File: src/rtl/alu_seq_ctrl.sv
// Queued ALU sequencer: strobed commands load {opcode, operand} entries into a FIFO,
// and a RUN command replays the entries through an 8-bit accumulator, one entry per cycle.
module alu_seq_ctrl #(
  parameter int DEPTH = 8
) (
  input  logic       clk,
  input  logic       rst_n,
  input  logic       ena,
  input  logic [7:0] ui_in,
  input  logic [7:0] uio_in,
  output logic [7:0] uo_out,
  output logic [7:0] uio_out,
  output logic [7:0] uio_oe
);

  localparam int AW = $clog2(DEPTH);
  localparam int CW = AW + 1;

  localparam logic [1:0] CMD_NOP   = 2'b00;
  localparam logic [1:0] CMD_LOAD  = 2'b01;
  localparam logic [1:0] CMD_RUN   = 2'b10;
  localparam logic [1:0] CMD_CLEAR = 2'b11;

  typedef enum logic [1:0] {S_IDLE, S_RUN, S_DONE} state_t;

  state_t                  state_q, state_d;
  logic [7:0]              acc_q, acc_d;
  logic                    err_q, err_d;
  logic [CW-1:0]           cnt_q, cnt_d;
  logic [AW-1:0]           rd_q, rd_d, wr_q, wr_d;
  logic                    stb_q;
  logic [DEPTH-1:0][10:0]  mem_q;
  logic                    push;

  logic [1:0] cmd;
  logic [2:0] op_in;
  logic       accept, full, empty;
  logic [2:0] head_op;
  logic [7:0] head_opd, alu_res;
  logic       unused_bits;

  assign cmd         = ui_in[7:6];
  assign op_in       = ui_in[2:0];
  assign accept      = ui_in[5] & ~stb_q;
  assign full        = (cnt_q == CW'(DEPTH));
  assign empty       = (cnt_q == '0);
  assign head_op     = mem_q[rd_q][10:8];
  assign head_opd    = mem_q[rd_q][7:0];
  assign unused_bits = ui_in[3];

  always_comb begin
    alu_res = acc_q;
    case (head_op)
      3'd0: alu_res = acc_q + head_opd;
      3'd1: alu_res = acc_q - head_opd;
      3'd2: alu_res = acc_q & head_opd;
      3'd3: alu_res = acc_q | head_opd;
      3'd4: alu_res = acc_q ^ head_opd;
      3'd5: alu_res = {acc_q[6:0], 1'b0};
      3'd6: alu_res = {1'b0, acc_q[7:1]};
      3'd7: alu_res = {7'd0, (acc_q < head_opd)};
      default: alu_res = acc_q;
    endcase
  end

  always_comb begin
    state_d = state_q;
    acc_d   = acc_q;
    err_d   = err_q;
    cnt_d   = cnt_q;
    rd_d    = rd_q;
    wr_d    = wr_q;
    push    = 1'b0;
    case (state_q)
      S_RUN: begin
        if (accept && cmd == CMD_CLEAR) begin
          // Abort wins over the ALU step scheduled for this cycle.
          state_d = S_IDLE;
          acc_d   = '0;
          err_d   = 1'b0;
          cnt_d   = '0;
          rd_d    = '0;
          wr_d    = '0;
        end else begin
          if (accept && cmd != CMD_NOP) err_d = 1'b1;
          if (empty) begin
            state_d = S_DONE;
          end else begin
            acc_d = alu_res;
            rd_d  = rd_q + 1'b1;
            cnt_d = cnt_q - 1'b1;
            if (cnt_q == CW'(1)) state_d = S_DONE;
          end
        end
      end
      default: begin
        if (accept) begin
          state_d = S_IDLE;
          case (cmd)
            CMD_LOAD: begin
              if (full) begin
                err_d = 1'b1;
              end else begin
                push  = 1'b1;
                wr_d  = wr_q + 1'b1;
                cnt_d = cnt_q + 1'b1;
              end
            end
            CMD_CLEAR: begin
              acc_d = '0;
              err_d = 1'b0;
              cnt_d = '0;
              rd_d  = '0;
              wr_d  = '0;
            end
            CMD_RUN: state_d = empty ? S_DONE : S_RUN;
            default: state_d = S_IDLE;
          endcase
        end
      end
    endcase
  end

  always_ff @(posedge clk or negedge rst_n) begin
    if (!rst_n) begin
      state_q <= S_IDLE;
      acc_q   <= '0;
      err_q   <= 1'b0;
      cnt_q   <= '0;
      rd_q    <= '0;
      wr_q    <= '0;
      stb_q   <= 1'b0;
    end else if (ena) begin
      state_q <= state_d;
      acc_q   <= acc_d;
      err_q   <= err_d;
      cnt_q   <= cnt_d;
      rd_q    <= rd_d;
      wr_q    <= wr_d;
      stb_q   <= ui_in[5];
    end
  end

  // Entry storage needs no reset: occupancy is tracked by cnt_q and the pointers.
  always_ff @(posedge clk) begin
    if (ena && push) mem_q[wr_q] <= {op_in, uio_in};
  end

  assign uo_out  = ui_in[4] ? {state_q == S_RUN, state_q == S_DONE, full, empty, err_q, cnt_q[2:0]}
                            : acc_q;
  assign uio_out = 8'h00;
  assign uio_oe  = 8'h00;

endmodule

File: config.mk
export PLATFORM = sky130hd
export DESIGN_NAME = alu_seq_ctrl
export DESIGN_NICKNAME = d
export VERILOG_FILES = /design/src/rtl/alu_seq_ctrl.sv
export SDC_FILE = /design/constraint.sdc
export NUM_CORES = 1
export LEC_CHECK = 0
export ABC_AREA = 1
export CAP_MARGIN = 20
export CORE_MARGIN = 10
export CORE_UTILIZATION = 60
export CTS_CLUSTER_DIAMETER = 80
export DETAILED_ROUTE_END_ITERATION = 7
export GPL_ROUTABILITY_DRIVEN = 0
export PLACE_DENSITY = 0.81
export RECOVER_POWER = 50
export SETUP_SLACK_MARGIN = 0.05
export SYNTH_ARGS = -nofsm -noshare
export SYNTH_HDL_FRONTEND = slang
export SYNTH_SLANG_ARGS = --single-unit
File: constraint.sdc
create_clock -name clk -period 3.7 [get_ports clk]
set_input_delay 0.74 -clock clk [delete_from_list [all_inputs] [get_ports clk]]
set_output_delay 0.74 -clock clk [all_outputs]
set_load 0.02 [all_outputs]
After elaboration in Yosys (flattened, before gate mapping)

Index checks and enable logic that the tools add are counted.

Register bits after elaboration: 110
Input bits: 19
Output and inout bits: 24
Word-level logic and storage cells: 110

Add/subtract/negate cells: 6
Order comparisons: 4
Eq/ne operators: 20
Multiplexer cells: 45
Bitwise logic cells: 5
Reductions and logical operators: 15

Operator list:

| kind                                                                          | number |
|---|---|
| 88-bit bitwise mux                                                            | 1 |
| 8-bit case mux with 8 select lines                                            | 1 |
| 8-bit two-way mux                                                             | 6 |
| 11-bit binary-select mux with 3-bit select                                    | 1 |
| 11-bit demux with 3-bit select                                                | 1 |
| 3-bit two-way mux                                                             | 9 |
| 11-bit two-way mux                                                            | 2 |
| 4-bit two-way mux                                                             | 5 |
| 5-bit AND reduction                                                           | 3 |
| 2-bit two-way mux                                                             | 7 |
| 3-bit == test (second input constant)                                         | 4 |
| 3-bit != test (second input constant)                                         | 4 |
| 1-bit two-way mux                                                             | 9 |
| 8-bit adder                                                                   | 1 |
| 8-bit AND                                                                     | 1 |
| 3-bit by 4-bit less-than comparator with 1-bit output (second input constant) | 2 |
| 8-bit less-than comparator                                                    | 1 |
| 8-bit bitwise OR                                                              | 1 |
| 4-bit case mux with 2 select lines                                            | 1 |
| 8-bit subtractor                                                              | 1 |
| 8-bit bitwise XOR                                                             | 1 |
| 3-bit by 1-bit adder with 3-bit output (second input constant)                | 2 |
| 2-bit == test (second input constant)                                         | 3 |
| 3-bit by 2-bit == test with 1-bit output (second input constant)              | 2 |
| 20 further kinds                                                              | 26 |

Longest topological paths before layout

Depth in word-level cells: 7
Depth in mapped cells: 22
Depth with buffers taken out: 20

Worst setup path before layout

Ideal clock, no wire load.

Kind: register -> register
From: register rd_q[0]
To: register acc_q[7]
Library setup time: 0.117 ns
Arrival: 2.732 ns
Data required time: 3.583 ns
Slack: 0.851 ns
Stages on the path, launching flop included: 20
Buffers on the path: 2
Clock period less this slack: 2.849 ns
Cell sequence: dfrtp_1 inv_2 buf_6 clkbuf_1 nor2_1 o22ai_1 inv_1 o21ai_0 inv_1 ha_1 nor2_1 nand2_1 nand2_1 nand3_1 nand3_1 nand2_1 a21oi_1 nand2_1 nand3_1 nand2_1

Cells in the longest elaborated chain, start to end: 7
Elaborated cells on any way between the ends: 19
Classes of those cells: add/sub: 2; eq/ne: 7; mux: 6; bitwise: 3; reduce/logical: 1

Ends and longest elaborated chain:

| element                                        | RTL line | RTL |
|---|---|---|
| start, declared                                | 30       | `logic [AW-1:0] rd_q, rd_d, wr_q, wr_d;` |
| start signal, assigned                         | 138      | `rd_q <= rd_d;` |
| 11-bit binary-select mux with 3-bit select (*) | 47, 48   |  |
| 11-bit two-way mux (not written as such) (*)   | 48       | `assign head_opd = mem_q[rd_q][7:0];` |
| 8-bit subtractor (tied with other cells)       | 55       | `3'd1: alu_res = acc_q - head_opd;` |
| 8-bit case mux with 8 select lines (*)         | 53       | `case (head_op)` |
| 8-bit two-way mux (*)                          | 86       | `if (empty) begin` |
| 8-bit two-way mux (*)                          | 76       | `if (accept && cmd == CMD_CLEAR) begin` |
| 8-bit two-way mux (*)                          | 74       | `case (state_q)` |
| end signal, assigned                           | 127      | `acc_q <= '0;` |
| end signal, assigned                           | 135      | `acc_q <= acc_d;` |
| end, declared                                  | 27       | `logic [7:0] acc_q, acc_d;` |

Every way passes the cells marked *; elsewhere a longest branch is shown, timed or not. The select of a mux whose other input is x is not followed.
A chain may end at the register's enable or synchronous reset.

Worst setup path after layout

From: input ui_in[6]
To: register mem_q[46] (netlist bit), enable pin

Cells in the longest elaborated chain, start to end: 5

Ends and longest elaborated chain:

| element                                  | RTL line | RTL |
|---|---|---|
| start, declared                          | 9        | `input logic [7:0] ui_in,` |
| 2-bit by 1-bit == test with 1-bit output | 99       | `case (cmd)` |
| 1-bit two-way mux                        | 99       |  |
| 1-bit two-way mux                        | 97       | `if (accept) begin` |
| 1-bit two-way mux                        | 74       |  |
| 1-bit logical AND                        | 146      | `if (ena && push) mem_q[wr_q] <= {op_in, uio_in};` |
| end signal, assigned by index            | 146      |  |
| end, declared                            | 32       | `logic [DEPTH-1:0][10:0] mem_q;` |

No other way between the ends.

==> out/metrics.yaml <==
outcome: "finished clean"
power_frac_comb_pct: 59.4
cp_common_cell: "nand2_2"
critPathKind: "in2reg"
max_freq_ghz: 0.293
power_density_nw_per_um2: 815
worst_pin_slew_ns: 1.14
cts.path.max_buffers: 2
clock_latency_ns: 0.38
rows: 37
slew_headroom_pct: 23.9
rsz0062_at_grt: "no"
crit_arrival_ns: 3.51
synthTopCellsByArea: "edfxtp_1 (42%), nand2_1 (9.5%), dfrtp_1 (8.7%)"
area_growth_pct: 9.92
grt_pass1_vias: 4826
cts_buffers: 9
clock_sinks: 110
grt_util_all_layers_pct: 19.1
switching_share_pct: 49.6
die_h_um: 123
clock_skew_ns: 0.0150
syn_area_um2: 6340
fin_crit_ns: 3.42
post_cts_resize_count: 0
io_pins: 43
fp.dieW_um: 123
critical_path.top_delay_family: "buffers and inverters"
crit_fanout: 7
min-delay-path-class: "reg2reg"
timing.final.crit_share_pct: 92.4
worstSetupStartpointType: "primary input"
first_pass_iters: 5
synth-seq-area-share_pct: 50.3
clk_pin_slew_ns: 0.10
htree_levels: 3
drt_iter0_markers: 410
detail-route-antenna-nets: 0
ys_warn_count: 0
hold_violations: 0
r2r_end: "acc_q[6]$_DFFE_PN0P_"
grt_pass1_wl_mm: 22.7
core_area_um2: 10300
vias_per_cell: 5.53
finalSetupViolCount: 0
seqPwrFrac_pct: 28.7
slew_viol_final: 0
wl_per_cell_um: 16.0
crit_required_ns: 3.79
min_to: "err_q$_DFFE_PN0P_"
cts_tree: "yes"
ys_ff_latch: 110
power.leakage_nw: 3.10
vias: 4937
hpwl_mm: 10.3
max-vdd-ir-drop_mv: 0.506
critPathBufInv: 3
pwr-share-clk_pct: 11.8
min_path_cells: 1
r2r-start: "rd_q[1]$_DFFE_PN0P_"
cts_setup_buffers: 0
min_from: "err_q$_DFFE_PN0P_"
die-area_um2: 15100
diodes: 0
cp_slowest_cell: "dlygate4sd3_1"
synth_top_area_share_pct: 41.7
p_int_w: 0.00286
root_buffer: "clkbuf_8"
power.total_w: 0.00568
reg2reg_setup_slack_ns: 0.33
io_buffers: 25
antenna_found_initial: 0
rr_worst_depth: 16
cpPeakStageDelay_ns: 0.63
maxCapViolations: 0
synthCells: 709
grt_max_degree: 23
holdWs_ns: 0.512
routed_wl_mm: 14.3
drc: 0
p_sw_w: 0.00282
yosys.area.top_type: "edfxtp_1"
cts_hold_buf: 0
gr-total-overflow: 0
start_util_pct: 61.4
drive_above_1_share_pct: 10.0
setup_tns_ns: 0
ys_types: 42
cp-end-kind: "register"
synth.avg_cell_area_um2: 8.95
nets: 805
crit_chain: "dlygate4sd3_1 > nand2_2 > o21ai_0 > inv_1 > nor2_4 > nand2_2 > or2_1 > nor3_2 > buf_4"
synth_stat cells, drive strengths merged:
cell,number
xor2,9
mux2i,1
a21oi,26
nand3b,1
edfxtp,88
fa,2
o21bai,2
o21a,2
o211ai,2
nor3,11
inv,88
a21o,1
a31oi,2
and3,1
conb,1
nand4,9
nand3,41
nand2,169
clkbuf,9
ha,32
nor2,74
xnor2,3
dfrtp,22
o22ai,18
or2,3
buf,26
o21ai,66
registers in the layout, indices dropped and copies added (netlist names):
signal and flops:
cnt_q 4, mem_q 88, rd_q 3, state_q 2, stb_q 1, acc_q 8
wr_q 3, err_q 1
power by group through the flow:
stage                     registers (W)  logic, W  clock network (W)
final                           0.00163   0.00338           0.000672
after global routing            0.00165   0.00375           0.000726
after CTS                       0.00163   0.00332           0.000684
after detailed placement        0.00165   0.00331                  0
after global placement          0.00165   0.00318                  0
after floorplan                 0.00159   0.00253                  0
layer usage:
| metal | vias to the layer above | wire length (µm) | GRT usage [%] |
|---|---|---|---|
| met3 | 49 | 892 | 2.71 |
| met2 | 203 | 7130 | 33.1 |
| met5 | - | 0 | 0 |
| met4 | 0 | 531 | 11.7 |
| met1 | 2281 | 5730 | 21.9 |
| li1 | 2404 | - | - |
cells in the final DEF (no fill, tap or decap), types with 4 or more instances in the layout:
cell type,synthesis,layout
nor3_1,11,9
nand3_1,33,33
xor2_1,9,9
inv_2,9,8
dlygate4sd3_1,0,14
o21ai_1,7,7
clkdlybuf4s50_1,0,11
o21ai_0,57,58
conb_1,1,16
nand2_1,160,160
nand4_1,9,9
nand3_2,7,7
o22ai_1,18,18
buf_4,17,26
clkbuf_8,0,9
dfrtp_1,22,22
a21oi_1,26,26
nand2_2,6,6
nor2_1,68,68
ha_1,32,32
nor2_4,4,4
inv_1,79,80
edfxtp_1,88,88
per-stage QoR:
| stage | setup WS [ns] | cell area [µm²] | util, % | cells |
|---|---|---|---|---|
| 2_1_floorplan | 0.851 | 6400 | - | 724 |
| 3_3_place_gp | 0.427 | 6790 | 65.8 | 876 |
| 3_5_place_dp | 0.417 | 6790 | 65.8 | 876 |
| 4_1_cts | 0.449 | 6970 | 67.5 | 892 |
| 5_1_grt | 0.0794 | 6970 | 67.5 | 893 |
| 6_report | 0.283 | 6970 | 67.5 | 893 |
kinds of logic (layout without fill, tap and decap cells):
family,count (synthesis),in the layout,synth area share [%]
buf+inv,123,156,8.90
other cells,1,16,0.0591
mux,1,1,0.158
simple gates,309,309,21.8
fa+ha+maj,34,34,6.94
compound gates,119,119,10.2
flops,110,110,50.3
xor+xnor,12,12,1.66
how the worst max path moves through the flow:
| stage | start | to | depth (start not counted) |
|---|---|---|---|
| after global placement | ui_in[6] | mem_q[44]$_DFFE_PP_ | 9 |
| final | ui_in[6] | mem_q[46]$_DFFE_PP_ | 9 |
| after floorplan | rd_q[0]$_DFFE_PN0P_ | acc_q[7]$_DFFE_PN0P_ | 19 |
| after detailed placement | ui_in[6] | mem_q[44]$_DFFE_PP_ | 9 |
| after CTS | rd_q[1]$_DFFE_PN0P_ | acc_q[6]$_DFFE_PN0P_ | 16 |
| after global routing | ui_in[6] | mem_q[49]$_DFFE_PP_ | 9 |
area by class of cell:
type | count | area [µm²]
fillers | 828 | 3350
flip-flops and latches | 110 | 3190
multi-input cells | 491 | 2650
repair buffers | 52 | 449
inverters | 88 | 330
well taps | 136 | 170
clock buffers | 9 | 124
clock inverters | 7 | 57.6
Note: power is estimated with default switching activity, not from simulation.
